## src/rtl/fp_gpio_ctrl_v2_if.sv

```systemverilog
// Settings-bus write port and readback port of the FP GPIO controller.
interface fp_gpio_ctrl_v2_if;
    logic        set_stb;
    logic [7:0]  set_addr;
    logic [31:0] set_data;
    logic [2:0]  rb_addr;
    logic [31:0] rb_data;

    modport master (
        output set_stb, set_addr, set_data, rb_addr,
        input  rb_data
    );

    modport slave (
        input  set_stb, set_addr, set_data, rb_addr,
        output rb_data
    );
endinterface

```

## src/rtl/fp_gpio_ctrl_v2.sv

```systemverilog
// Front-panel GPIO controller: runtime masks/DDR, synchronizer, per-pin
// debounce, sticky edge capture with interrupt, and registered readback.
module fp_gpio_ctrl_v2 #(
    parameter int               WIDTH         = 12,
    parameter int               SYNC_STAGES   = 2,
    parameter int               CNT_W         = 10,
    parameter logic [7:0]       SR_BASE       = 8'd0,
    parameter logic [WIDTH-1:0] OUT_MASK_INIT = 12'h011,
    parameter logic [WIDTH-1:0] IN_MASK_INIT  = 12'h044,
    parameter logic [WIDTH-1:0] DDR_INIT      = 12'h011,
    parameter int               DEB_INIT      = 10
) (
    input  logic             clk,
    input  logic             reset,
    fp_gpio_ctrl_v2_if.slave bus,
    input  logic [WIDTH-1:0] i_fp_gpio_in,
    output logic [WIDTH-1:0] o_fp_gpio_out,
    output logic [WIDTH-1:0] o_fp_gpio_ddr,
    input  logic [WIDTH-1:0] i_gpio_out,
    output logic [WIDTH-1:0] o_gpio_in,
    output logic             o_irq
);

    logic [WIDTH-1:0] r_sync [SYNC_STAGES];
    logic [WIDTH-1:0] r_ddr;
    logic [WIDTH-1:0] r_out_mask;
    logic [WIDTH-1:0] r_in_mask;
    logic [CNT_W-1:0] r_deb;
    logic [WIDTH-1:0] r_rise_en;
    logic [WIDTH-1:0] r_fall_en;
    logic [WIDTH-1:0] r_rise;
    logic [WIDTH-1:0] r_fall;
    logic [WIDTH-1:0] r_stable;
    logic [CNT_W-1:0] r_cnt [WIDTH];
    logic [WIDTH-1:0] r_fout;
    logic             r_irq;

    logic [7:0]       w_wr;
    logic [WIDTH-1:0] w_s;
    logic [WIDTH-1:0] w_data;
    logic [WIDTH-1:0] w_clr;
    logic [WIDTH-1:0] w_adopt;
    logic [WIDTH-1:0] w_rise_set;
    logic [WIDTH-1:0] w_fall_set;
    logic             w_short;
    logic [CNT_W-1:0] w_lenm1;
    logic [31:0]      w_rb;
    logic             w_unused;

    assign w_s      = r_sync[SYNC_STAGES-1];
    assign w_data   = bus.set_data[WIDTH-1:0];
    assign w_clr    = w_wr[4] ? w_data : '0;
    assign w_short  = (r_deb <= CNT_W'(1));
    assign w_lenm1  = r_deb - CNT_W'(1);
    assign w_unused = ^bus.set_data;

    assign o_gpio_in     = r_stable & r_in_mask;
    assign o_fp_gpio_ddr = r_ddr;
    assign o_fp_gpio_out = r_fout;
    assign o_irq         = r_irq;

    always_comb begin
        w_wr = '0;
        for (int k = 0; k < 8; k++) begin
            w_wr[k] = bus.set_stb && (bus.set_addr == 8'(SR_BASE + 8'(k)));
        end
    end

    // A pin adopts the synced value once it has differed for deb_len cycles.
    always_comb begin
        w_adopt = '0;
        for (int i = 0; i < WIDTH; i++) begin
            w_adopt[i] = (w_s[i] != r_stable[i]) &&
                         (w_short || (r_cnt[i] >= w_lenm1));
        end
    end

    assign w_rise_set = w_adopt & w_s;
    assign w_fall_set = w_adopt & ~w_s;

    always_comb begin
        w_rb = '0;
        case (bus.rb_addr)
            3'd0:    w_rb = 32'(r_stable);
            3'd1:    w_rb = 32'(r_rise);
            3'd2:    w_rb = 32'(r_fall);
            3'd3:    w_rb = 32'(r_ddr);
            3'd4:    w_rb = 32'(r_out_mask);
            3'd5:    w_rb = 32'(r_in_mask);
            3'd6:    w_rb = 32'(r_deb);
            default: w_rb = (32'(r_rise_en) << 16) | 32'(r_fall_en);
        endcase
    end

    always_ff @(posedge clk) begin
        if (reset) begin
            for (int k = 0; k < SYNC_STAGES; k++) begin
                r_sync[k] <= '0;
            end
        end else begin
            r_sync[0] <= i_fp_gpio_in;
            for (int k = 1; k < SYNC_STAGES; k++) begin
                r_sync[k] <= r_sync[k-1];
            end
        end
    end

    always_ff @(posedge clk) begin
        if (reset) begin
            r_stable <= '0;
            for (int i = 0; i < WIDTH; i++) begin
                r_cnt[i] <= '0;
            end
        end else begin
            for (int i = 0; i < WIDTH; i++) begin
                if (w_s[i] == r_stable[i]) begin
                    r_cnt[i] <= '0;
                end else if (w_adopt[i]) begin
                    r_stable[i] <= w_s[i];
                    r_cnt[i]    <= '0;
                end else begin
                    r_cnt[i] <= r_cnt[i] + CNT_W'(1);
                end
            end
        end
    end

    always_ff @(posedge clk) begin
        if (reset) begin
            r_ddr       <= DDR_INIT;
            r_out_mask  <= OUT_MASK_INIT;
            r_in_mask   <= IN_MASK_INIT;
            r_deb       <= CNT_W'(DEB_INIT);
            r_rise_en   <= '0;
            r_fall_en   <= '0;
            r_rise      <= '0;
            r_fall      <= '0;
            r_fout      <= '0;
            r_irq       <= 1'b0;
            bus.rb_data <= '0;
        end else begin
            if (w_wr[0]) r_ddr      <= w_data;
            if (w_wr[1]) r_out_mask <= w_data;
            if (w_wr[2]) r_in_mask  <= w_data;
            if (w_wr[3]) r_deb      <= bus.set_data[CNT_W-1:0];
            if (w_wr[5]) r_rise_en  <= w_data;
            if (w_wr[6]) r_fall_en  <= w_data;
            // A new edge in the same cycle as a clear keeps its bit.
            r_rise      <= (r_rise & ~w_clr) | w_rise_set;
            r_fall      <= (r_fall & ~w_clr) | w_fall_set;
            r_fout      <= i_gpio_out & r_out_mask;
            r_irq       <= (|(r_rise & r_rise_en)) | (|(r_fall & r_fall_en));
            bus.rb_data <= w_rb;
        end
    end

endmodule

```

## src/flat_wrapper.sv

```systemverilog
// flat-port wrapper written by rule: the top's interface ports become plain ports
module fp_gpio_ctrl_v2_flat 
#(
    parameter int               WIDTH         = 12,
    parameter int               SYNC_STAGES   = 2,
    parameter int               CNT_W         = 10,
    parameter logic [7:0]       SR_BASE       = 8'd0,
    parameter logic [WIDTH-1:0] OUT_MASK_INIT = 12'h011,
    parameter logic [WIDTH-1:0] IN_MASK_INIT  = 12'h044,
    parameter logic [WIDTH-1:0] DDR_INIT      = 12'h011,
    parameter int               DEB_INIT      = 10
)
  (clk, reset, i_fp_gpio_in, o_fp_gpio_out, o_fp_gpio_ddr, i_gpio_out, o_gpio_in, o_irq, bus_set_stb, bus_set_addr, bus_set_data, bus_rb_addr, bus_rb_data);
  fp_gpio_ctrl_v2_if bus_i ();
  input  logic clk;
  input  logic reset;
  input  logic [WIDTH-1:0] i_fp_gpio_in;
  output logic [WIDTH-1:0] o_fp_gpio_out;
  output logic [WIDTH-1:0] o_fp_gpio_ddr;
  input  logic [WIDTH-1:0] i_gpio_out;
  output logic [WIDTH-1:0] o_gpio_in;
  output logic o_irq;
  input wire logic [$bits(bus_i.set_stb)-1:0] bus_set_stb;
  input wire logic [$bits(bus_i.set_addr)-1:0] bus_set_addr;
  input wire logic [$bits(bus_i.set_data)-1:0] bus_set_data;
  input wire logic [$bits(bus_i.rb_addr)-1:0] bus_rb_addr;
  output wire logic [$bits(bus_i.rb_data)-1:0] bus_rb_data;
  assign bus_i.set_stb = bus_set_stb;
  assign bus_i.set_addr = bus_set_addr;
  assign bus_i.set_data = bus_set_data;
  assign bus_i.rb_addr = bus_rb_addr;
  assign bus_rb_data = bus_i.rb_data;
  fp_gpio_ctrl_v2 #(.WIDTH(WIDTH), .SYNC_STAGES(SYNC_STAGES), .CNT_W(CNT_W), .SR_BASE(SR_BASE), .OUT_MASK_INIT(OUT_MASK_INIT), .IN_MASK_INIT(IN_MASK_INIT), .DDR_INIT(DDR_INIT), .DEB_INIT(DEB_INIT)) u_core (.clk(clk), .reset(reset), .bus(bus_i), .i_fp_gpio_in(i_fp_gpio_in), .o_fp_gpio_out(o_fp_gpio_out), .o_fp_gpio_ddr(o_fp_gpio_ddr), .i_gpio_out(i_gpio_out), .o_gpio_in(o_gpio_in), .o_irq(o_irq));
endmodule
```

## config.mk

```make
export PLATFORM = sky130hd
export DESIGN_NAME = fp_gpio_ctrl_v2_flat
export DESIGN_NICKNAME = d
export VERILOG_FILES = /design/src/rtl/fp_gpio_ctrl_v2_if.sv /design/src/rtl/fp_gpio_ctrl_v2.sv /design/src/flat_wrapper.sv
export SDC_FILE = /design/constraint.sdc
export NUM_CORES = 1
export LEC_CHECK = 0
export CAP_MARGIN = 20
export CORE_ASPECT_RATIO = 0.5
export CORE_MARGIN = 2
export CORE_UTILIZATION = 55
export DETAILED_ROUTE_END_ITERATION = 8
export GPL_TIMING_DRIVEN = 0
export PLACE_DENSITY = 0.85
export SETUP_SLACK_MARGIN = 0.2
export SLEW_MARGIN = 10
export SYNTH_ARGS = -nofsm -noshare
export SYNTH_HDL_FRONTEND = slang
export SYNTH_SLANG_ARGS = --single-unit
```

## constraint.sdc

```tcl
create_clock -name clk -period 5.5 [get_ports clk]
set_clock_uncertainty 0.2 [all_clocks]
set_input_delay 1.65 -clock clk [delete_from_list [all_inputs] [get_ports clk]]
set_output_delay 1.65 -clock clk [all_outputs]
set_load 0.02 [all_outputs]
```

==> results of run 1 <==
-- cells in the final DEF (no fill, tap or decap), drive strengths merged, types with 5 or more instances in the layout --
cell           count
nand2b            62
a21o              24
edfxtp           120
ha               110
a211o             13
clkdlybuf4s50    106
nand3             91
clkinv             8
nor2b             30
mux2               7
nand4             14
dfxtp            167
a21boi             5
a21oi             99
and3              24
and2              28
xnor2             39
nand2             96
clkbuf            94
o211ai            12
and4               9
or3                5
mux2i             62
a22oi             22
buf               37
a221oi            12
mux4               5
a31oi              6
nand3b             6
o21ai             47
xor2              53
a22o              25
nor2             267
nor3              15
o22ai              6
inv               36
a211oi            14
conb             128
a41oi             15
-- final cells by class --
cell class / instances / area share
multi-input combinational: 1373 / 0.469
sequential: 287 / 0.373
timing repair buffer: 112 / 0.0610
clock buffer: 39 / 0.0409
tap: 382 / 0.0257
buffer: 86 / 0.0202
inverter: 37 / 0.00766
clock inverter: 9 / 0.00296
-- logic make-up (layout without fill, tap and decap cells) --
group,Yosys count,after routing,synth area share
mux,74,74,0.0518
fa+ha+maj,110,110,0.0878
compound gates,312,312,0.133
simple gates,657,657,0.200
flops,287,287,0.443
buf+inv,123,283,0.0328
xor+xnor,92,92,0.0514
other cells,2,128,0.000479
-- power by group through the flow --
stage | sequential (mW) | clock [mW] | combinational (mW)
3_5_place_dp | 2.38 | 0 | 0.364
2_1_floorplan | 2.37 | 0 | 0.228
4_1_cts | 2.33 | 1.81 | 0.369
6_report | 2.34 | 1.81 | 0.380
3_3_place_gp | 2.38 | 0 | 0.354
5_1_grt | 2.34 | 1.89 | 0.415
-- per-layer routing --
layer | vias to the layer above | global-route usage | part of all wire
met2 | 756 | 0.493 | 0.44
met3 | 142 | 0.0517 | 0.10
met4 | 0 | 0.132 | 0.046
li1 | 6348 | - | -
met5 | - | 0 | 0
met1 | 6440 | 0.409 | 0.41
-- worst min-delay path by stage --
stage                                      endpoint                       startpoint
CTS                 u_core.r_sync[0][17]$_SDFF_PP0_   u_core.r_sync[0][5]$_SDFF_PP0_
detailed placement  u_core.r_sync[0][17]$_SDFF_PP0_   u_core.r_sync[0][5]$_SDFF_PP0_
finish              u_core.r_sync[0][17]$_SDFF_PP0_   u_core.r_sync[0][5]$_SDFF_PP0_
global placement    u_core.r_sync[0][12]$_SDFF_PP0_   u_core.r_sync[0][0]$_SDFF_PP0_
floorplan           u_core.r_sync[0][12]$_SDFF_PP0_   u_core.r_sync[0][0]$_SDFF_PP0_
global route        u_core.r_sync[0][23]$_SDFF_PP0_  u_core.r_sync[0][11]$_SDFF_PP0_
-- registers in the layout (all words and copies together), names as in the netlist --
name,cells
u_core.bus.rb_data,24
u_core.o_fp_gpio_ddr,12
u_core.o_fp_gpio_out,12
u_core.o_irq,1
u_core.r_cnt,120
u_core.r_deb,10
u_core.r_fall,12
u_core.r_fall_en,12
u_core.r_in_mask,12
u_core.r_out_mask,12
u_core.r_rise,12
u_core.r_rise_en,12
u_core.r_stable,12
u_core.r_sync,24
-- repair_timing --
item	CTS	global route
hold endpoints to repair	0	0
resized for setup	1	1
endpoints found under the setup margin	1	9
pin swaps	0	0
-- stage by stage --
| step | TNS (ps) | area [um^2] | utilization |
|---|---|---|---|
| 2_1_floorplan | 0 | 16100 | - |
| 3_3_place_gp | -582 | 17700 | 0.634 |
| 3_5_place_dp | 0 | 17800 | 0.639 |
| 4_1_cts | 0 | 18600 | 0.668 |
| 5_1_grt | 0 | 18600 | 0.668 |
| 6_report | 0 | 18600 | 0.668 |
==> results.json, run 1 <==
{
  "first_iter_violations": 1727,
  "yosysWarnings": 0,
  "start_util": 0.562,
  "post-place-cells": 2277,
  "first_pass_iters": 6,
  "clk_pin_slew_ps": 70,
  "routed_via_density": 5.89,
  "synth.most_common_cell": "nor2_1",
  "wl_um": 45900,
  "p_switching_mw": 1.13,
  "drv_slew": 0,
  "period_share": 0.927,
  "numCtsBuffers": 27,
  "setup.worst_path.start": "u_core.r_deb[0]$_SDFFE_PP0P_",
  "critPathArrivalTime_ps": 5210,
  "power_density_mw_per_mm2": 243,
  "clockBufferDepth": 3,
  "rr_worst_depth": 15,
  "critical_path_class": "reg -> reg",
  "grt_pass1_vias": 12891,
  "report.power.total_mw": 4.53,
  "reg2reg_from": "u_core.r_deb[0]$_SDFFE_PP0P_",
  "grt.overflow.total": 0,
  "timing.rr.end": "u_core.r_cnt[0][22]$_SDFFCE_PN0P_",
  "peakVddDrop_uv": 164,
  "netlist_area_mm2": 0.0157,
  "critPathMaxFanout": 14,
  "cts_hold_buf": 0,
  "swShare": 0.251,
  "ys_seq_area_frac": 0.443,
  "min_path_cells": 1,
  "fin_cells": 2325,
  "synth_area_per_cell_um2": 9.46,
  "worst_slack_ps": 399,
  "synthTopCellsByArea": "edfxtp_1 (23%), dfxtp_1 (21%), ha_1 (8.8%)",
  "power_leakage_nw": 7.42,
  "cts_tree": "yes",
  "coreArea_mm2": 0.0279,
  "clock_sinks": 287,
  "cp.depth": 15,
  "max_stage_delay_ps": 650,
  "diodes": 0,
  "clockPowerShare": 0.400,
  "ios": 139,
  "dieArea_mm2": 0.0299,
  "nFillCells": 2169,
  "antenna_found_initial": 1,
  "placement.io_buffers": 106,
  "fmax_mhz": 196,
  "setup_viol": 0,
  "avgRoutedWirePerCell_um": 19.8,
  "place_hpwl_um": 32900,
  "holdWs_ps": 241,
  "seq_area_mm2": 0.00695,
  "fin_nets": 2104,
  "cts-root-buf": "clkbuf_16",
  "crit_required_ps": 5610,
  "die-width_um": 243,
  "drc": 0,
  "ys.flop_type": "dfxtp_1",
  "ant_nets": 0,
  "final-hold-violation-count": 0,
  "cap_viol_max_count": 0,
  "multi_input_comb_area_mm2": 0.00872,
  "num_vias": 13686,
  "path_cells": "clkinvlp_4 > ha_1 > nor4b_4 > clkbuf_1 > nor2b_1 > xnor2_2 > buf_6 > ha_1 > o211ai_1 > a21oi_1 > nand3_1 > a41oi_1 > a211o_1 > buf_2 > nor2_1",
  "post_cts_buffers": 0,
  "htree_levels": 1,
  "min_period_ps": 5100,
  "seqPwrFrac": 0.516,
  "worst_setup_path_end_kind": "register",
  "clk_latency_ps": 560,
  "rrSetupSlack_ps": 400,
  "grt_pass1_wl_um": 70700,
  "synth_async_sr_flop_share": 0,
  "grtUsageTotal": 0.305,
  "gp_congestion": 1.02,
  "endpoint": "u_core.r_cnt[0][22]$_SDFFCE_PN0P_",
  "grt_max_degree": 17,
  "worst_pin_slew_ps": 943,
  "status": "finished clean",
  "cp-start-kind": "register",
  "p_comb_frac": 0.084,
  "fp.dieH_um": 123,
  "synth_top_area_share": 0.230,
  "area_growth_pct": 18.8,
  "crit_top_cell": "ha_1",
  "slew_headroom": 0.371,
  "netlist_instances": 1657,
  "ys_ff_latch": 287,
  "intPower_mw": 3.39,
  "core.rowCount": 43,
  "yosys.area.top_type": "edfxtp_1",
  "cp_slowest_cell": "a41oi_1",
  "ys_types": 58,
  "layout-drive-gt1-share": 0.0473,
  "dpl_worst_slack_ps": 213,
  "worst-path-buf-inv": 4,
  "synth_common_cells": "nor2_1 (267), dfxtp_1 (167), edfxtp_1 (120)",
  "rsz0062_at_grt": "false",
  "synth_edf_count": 120,
  "hold_class": "reg -> reg",
  "path_delay_family": "buffers and inverters"
}
Note: power is estimated with default switching activity, not from simulation.
==> run 2, diff against run 1 <==
CORE_UTILIZATION = 50   (was 55)
PLACE_DENSITY = 0.79   (was 0.85)
==> run 2 against run 1 <==
Global-route usage is 3.2 points lower. Count of clock-buffer cells in the layout rose by 2. Final cell count grew 1.9%. Clock power up 10%. Register-to-register slack hardly changed. Utilization decreased by 5.3 points. Fmax grew 0.18%. Setup slack gained 9.2 ps. Design area grew 0.94%. Worst hold slack worse by 11 ps. Largest cell class unchanged.
==> results.json, run 2 (synthesized netlist as in run 1, its figures left out) <==
{
  "status": "finished clean",
  "clock_sinks": 287,
  "setup_viol": 0,
  "gp_congestion": 1.01,
  "placement.io_buffers": 106,
  "routed_via_density": 5.68,
  "ant_nets": 0,
  "first_pass_iters": 7,
  "path_delay_family": "buffers and inverters",
  "clk_pin_slew_ps": 70,
  "final-hold-violation-count": 0,
  "placed_area_mm2": 0.0178,
  "power_leakage_nw": 7.49,
  "fmax_mhz": 196,
  "wl_met1_um": 19200,
  "grt_max_degree": 16,
  "numCtsBuffers": 28,
  "grt.overflow.total": 0,
  "critPathArrivalTime_ps": 5190,
  "layout-drive-gt1-share": 0.0514,
  "worst_setup_path_end_kind": "register",
  "layout_commonest_cell": "nor2_1",
  "top_register": "u_core.r_cnt",
  "start_util": 0.512,
  "cts-root-buf": "clkbuf_16",
  "swShare": 0.244,
  "diodes": 0,
  "num_vias": 13445,
  "intPower_mw": 3.56,
  "coreArea_mm2": 0.0306,
  "holdWs_ps": 230,
  "place_hpwl_um": 32700,
  "first_iter_violations": 1320,
  "cp_slowest_cell": "nor2_2",
  "core.rowCount": 45,
  "clockBufferDepth": 3,
  "seqPwrFrac": 0.496,
  "min_period_ps": 5090,
  "fin_nets": 2105,
  "dr_wl_met3_um": 3980,
  "final_area_mm2": 0.0188,
  "critical_path_class": "reg -> reg",
  "grtUsageTotal": 0.273,
  "fp.dieH_um": 129,
  "crit_required_ps": 5600,
  "avgRoutedWirePerCell_um": 18.9,
  "dieArea_mm2": 0.0329,
  "final_cell_mix": "nor2_1 (266), dfxtp_1 (167), conb_1 (128)",
  "slew_headroom": 0.370,
  "drc": 0,
  "fin_tns_setup_ps": 0,
  "grt_pass1_wl_um": 69400,
  "cp-start-kind": "register",
  "rsz0062_at_grt": "false",
  "hold_class": "reg -> reg",
  "p_switching_mw": 1.15,
  "worst-path-buf-inv": 4,
  "dr.max_layer_used": "met4",
  "power_density_mw_per_mm2": 251,
  "clockPowerShare": 0.425,
  "worst_pin_slew_ps": 945,
  "largest_reg_flops": 120,
  "die-width_um": 254,
  "clk_latency_ps": 590,
  "max_stage_delay_ps": 570,
  "top_regs": "u_core.r_cnt (120), u_core.bus.rb_data (24), u_core.r_sync (24)",
  "cap_viol_max_count": 0,
  "wl_um": 44800,
  "antenna_found_initial": 0,
  "drv_slew": 0,
  "peakVddDrop_uv": 271,
  "ios": 139,
  "period_share": 0.926,
  "met2_length_um": 19800,
  "area_growth_pct": 20.0,
  "p_comb_frac": 0.079,
  "cts_hold_buf": 0,
  "post_cts_buffers": 0,
  "htree_levels": 1,
  "grt_pass1_vias": 12577,
  "cts_tree": "yes",
  "path_cells": "clkinvlp_4 > ha_1 > nor4b_4 > clkbuf_1 > nor2_2 > buf_6 > ha_1 > nand3_1 > o21ai_0 > nand3_1 > a41oi_1 > a211o_1 > clkbuf_1 > nor2_1",
  "critPathMaxFanout": 14
}
run 2: timing repair:
action | in CTS | in global routing
endpoints found under the setup margin | 3 | 0
endpoints found under the hold margin | 0 | 0
gates resized for setup | 1 | 0
run 2: area by class of cell:
cell class	instances	area, um^2
flip-flops and latches	287	6950
multi-input cells	1373	8720
well taps	423	529
clock buffers	41	821
inverters	37	143
clock inverters	10	129
repair buffers	112	1130
plain buffers	86	375
fillers	2577	11800
run 2: per-stage QoR:
stage          instances  setup slack (ps)   util  total power [mW]
3_3_place_gp        2312             -43.6  0.580              2.73
5_1_grt             2369               205  0.615              4.86
4_1_cts             2369               461  0.615              4.72
6_report            2369               408  0.615              4.71
2_1_floorplan       1783              1660      -              2.59
3_5_place_dp        2318               226  0.584              2.74
run 2: power by group through the flow:
stage                     sequential (mW)  combinational, mW  clock (mW)
after floorplan                      2.37              0.228           0
final                                2.34              0.373        2.00
after global routing                 2.34              0.411        2.10
after detailed placement             2.38              0.361           0
after global placement               2.38              0.353           0
after CTS                            2.34              0.364        2.02
run 2: metal layers:
layer,global-route usage,up-vias
met1,0.368,6298
met3,0.0410,153
met4,0.116,0
met2,0.443,651
met5,0,-
li1,-,6343
run 2: final timing paths:
check             slack, ps                                to                           start  cells past startpoint
setup / recovery        410  u_core.r_cnt[0][4]$_SDFFCE_PN0P_    u_core.r_deb[0]$_SDFFE_PP0P_                     14
hold / removal          230   u_core.r_sync[0][16]$_SDFF_PP0_  u_core.r_sync[0][4]$_SDFF_PP0_                      1
setup reg to reg        410  u_core.r_cnt[0][4]$_SDFFCE_PN0P_    u_core.r_deb[0]$_SDFFE_PP0P_                     14
hold reg to reg         230   u_core.r_sync[0][16]$_SDFF_PP0_  u_core.r_sync[0][4]$_SDFF_PP0_                      1
==> run 3, diff against run 2 <==
CTS_BUF_LIST = sky130_fd_sc_hd__clkbuf_8 sky130_fd_sc_hd__clkbuf_16   (was unset)
==> run 3 against run 2 <==
Die area did not move. Critical path depth did not move. First-iteration DRC count rose by 0.15%. Sequential power barely moved. Non-clock buffer count did not move. Power fell by 0.28%. Fmax rose by 0.10%. Final cell count did not move. Register-to-register slack barely moved. Critical path type unchanged. Routed wire length barely moved.
==> results.json, run 3 (synthesized netlist as in run 1, its figures left out) <==
{
  "power_density_mw_per_mm2": 250,
  "routed_via_density": 5.67,
  "top_register": "u_core.r_cnt",
  "layout-drive-gt1-share": 0.0514,
  "grt.overflow.total": 0,
  "avgRoutedWirePerCell_um": 18.9,
  "htree_levels": 1,
  "slew_headroom": 0.363,
  "worst_setup_path_end_kind": "register",
  "top_regs": "u_core.r_cnt (120), u_core.bus.rb_data (24), u_core.r_sync (24)",
  "coreArea_mm2": 0.0306,
  "placement.io_buffers": 106,
  "clock_sinks": 287,
  "die-width_um": 254,
  "cp-start-kind": "register",
  "post_cts_buffers": 0,
  "largest_reg_flops": 120,
  "crit_required_ps": 5600,
  "ios": 139,
  "critPathArrivalTime_ps": 5190,
  "peakVddDrop_uv": 270,
  "numCtsBuffers": 28,
  "first_iter_violations": 1322,
  "fp.dieH_um": 129,
  "grt_pass1_vias": 12577,
  "report.power.total_mw": 4.70,
  "gp_congestion": 1.01,
  "start_util": 0.512,
  "post-route-util": 0.615,
  "path_delay_family": "buffers and inverters",
  "cp_slowest_cell": "nor2_2",
  "cts-root-buf": "clkbuf_16",
  "clockBufferDepth": 3,
  "area_growth_pct": 20.0,
  "worst-path-buf-inv": 4,
  "grt_max_degree": 16,
  "fmax_mhz": 197,
  "power_leakage_nw": 7.52,
  "wl_um": 44800,
  "num_vias": 13425,
  "drv_slew": 0,
  "clk_pin_slew_ps": 70,
  "dieArea_mm2": 0.0329,
  "drc": 0,
  "grtUsageTotal": 0.273,
  "core.rowCount": 45,
  "cap_viol_max_count": 0,
  "place_hpwl_um": 32700,
  "hold_class": "reg -> reg",
  "clk_latency_ps": 590,
  "cts_hold_buf": 0,
  "antenna_found_initial": 0,
  "setup_viol": 0,
  "worst_pin_slew_ps": 955,
  "critPathMaxFanout": 14,
  "status": "finished clean",
  "period_share": 0.925,
  "final_cell_mix": "nor2_1 (266), dfxtp_1 (167), conb_1 (128)",
  "max_stage_delay_ps": 570,
  "path_cells": "clkinvlp_4 > ha_1 > nor4b_4 > clkbuf_1 > nor2_2 > buf_6 > ha_1 > nand3_1 > o21ai_0 > nand3_1 > a41oi_1 > a211o_1 > clkbuf_1 > nor2_1",
  "cts_tree": "yes",
  "grt_pass1_wl_um": 69400,
  "final-hold-violation-count": 0,
  "diodes": 0,
  "ant_nets": 0,
  "first_pass_iters": 6,
  "critical_path_class": "reg -> reg",
  "layout_commonest_cell": "nor2_1",
  "rsz0062_at_grt": "false",
  "fin_nets": 2105,
  "min_period_ps": 5090
}
-- run 3: metrics by stage --
stage          setup slack [ps]  instances  TNS [ps]  hold WS [ps]  area, um^2
2_1_floorplan              1660       1783         0           214       16100
3_3_place_gp              -43.6       2312      -297           227       17700
3_5_place_dp                226       2318         0           230       17800
4_1_cts                     461       2369         0           241       18800
5_1_grt                     205       2369         0           252       18800
6_report                    413       2369         0           233       18800
-- run 3: repair_timing --
action                                  in CTS  in global routing
endpoints found under the hold margin        0                  0
gates resized for setup                      1                  0
endpoints found under the setup margin       3                  0
-- run 3: path summary, 6_finish.rpt --
path	from	endpoint	depth (start not counted)	slack (ps)
setup / recovery	u_core.r_deb[0]$_SDFFE_PP0P_	u_core.r_cnt[0][4]$_SDFFCE_PN0P_	14	410
hold reg to reg	u_core.r_sync[0][4]$_SDFF_PP0_	u_core.r_sync[0][16]$_SDFF_PP0_	1	230
setup reg to reg	u_core.r_deb[0]$_SDFFE_PP0P_	u_core.r_cnt[0][4]$_SDFFCE_PN0P_	14	410
hold / removal	u_core.r_sync[0][4]$_SDFF_PP0_	u_core.r_sync[0][16]$_SDFF_PP0_	1	230
-- run 3: power by group --
group	leakage [nW]	total (mW)	internal, mW	switching (mW)
clock	0.498	1.99	1.12	0.866
combinational	4.42	0.373	0.155	0.218
sequential	2.60	2.34	2.27	0.0638
-- run 3: layout make-up --
cell class | count | area (um^2)
Multi-Input combinational cell | 1373 | 8720
Clock inverter | 17 | 155
Sequential cell | 287 | 6950
Buffer | 86 | 375
Timing Repair Buffer | 112 | 1130
Fill cell | 2577 | 11800
Inverter | 37 | 143
Tap cell | 423 | 529
Clock buffer | 34 | 795
-- run 3: per-layer routing --
| metal | global-route usage | up-vias | part of all wire |
|---|---|---|---|
| met5 | 0 | - | 0 |
| met3 | 0.0410 | 161 | 0.090 |
| met2 | 0.443 | 627 | 0.44 |
| met1 | 0.368 | 6301 | 0.43 |
| met4 | 0.116 | 0 | 0.044 |
| li1 | - | 6336 | - |
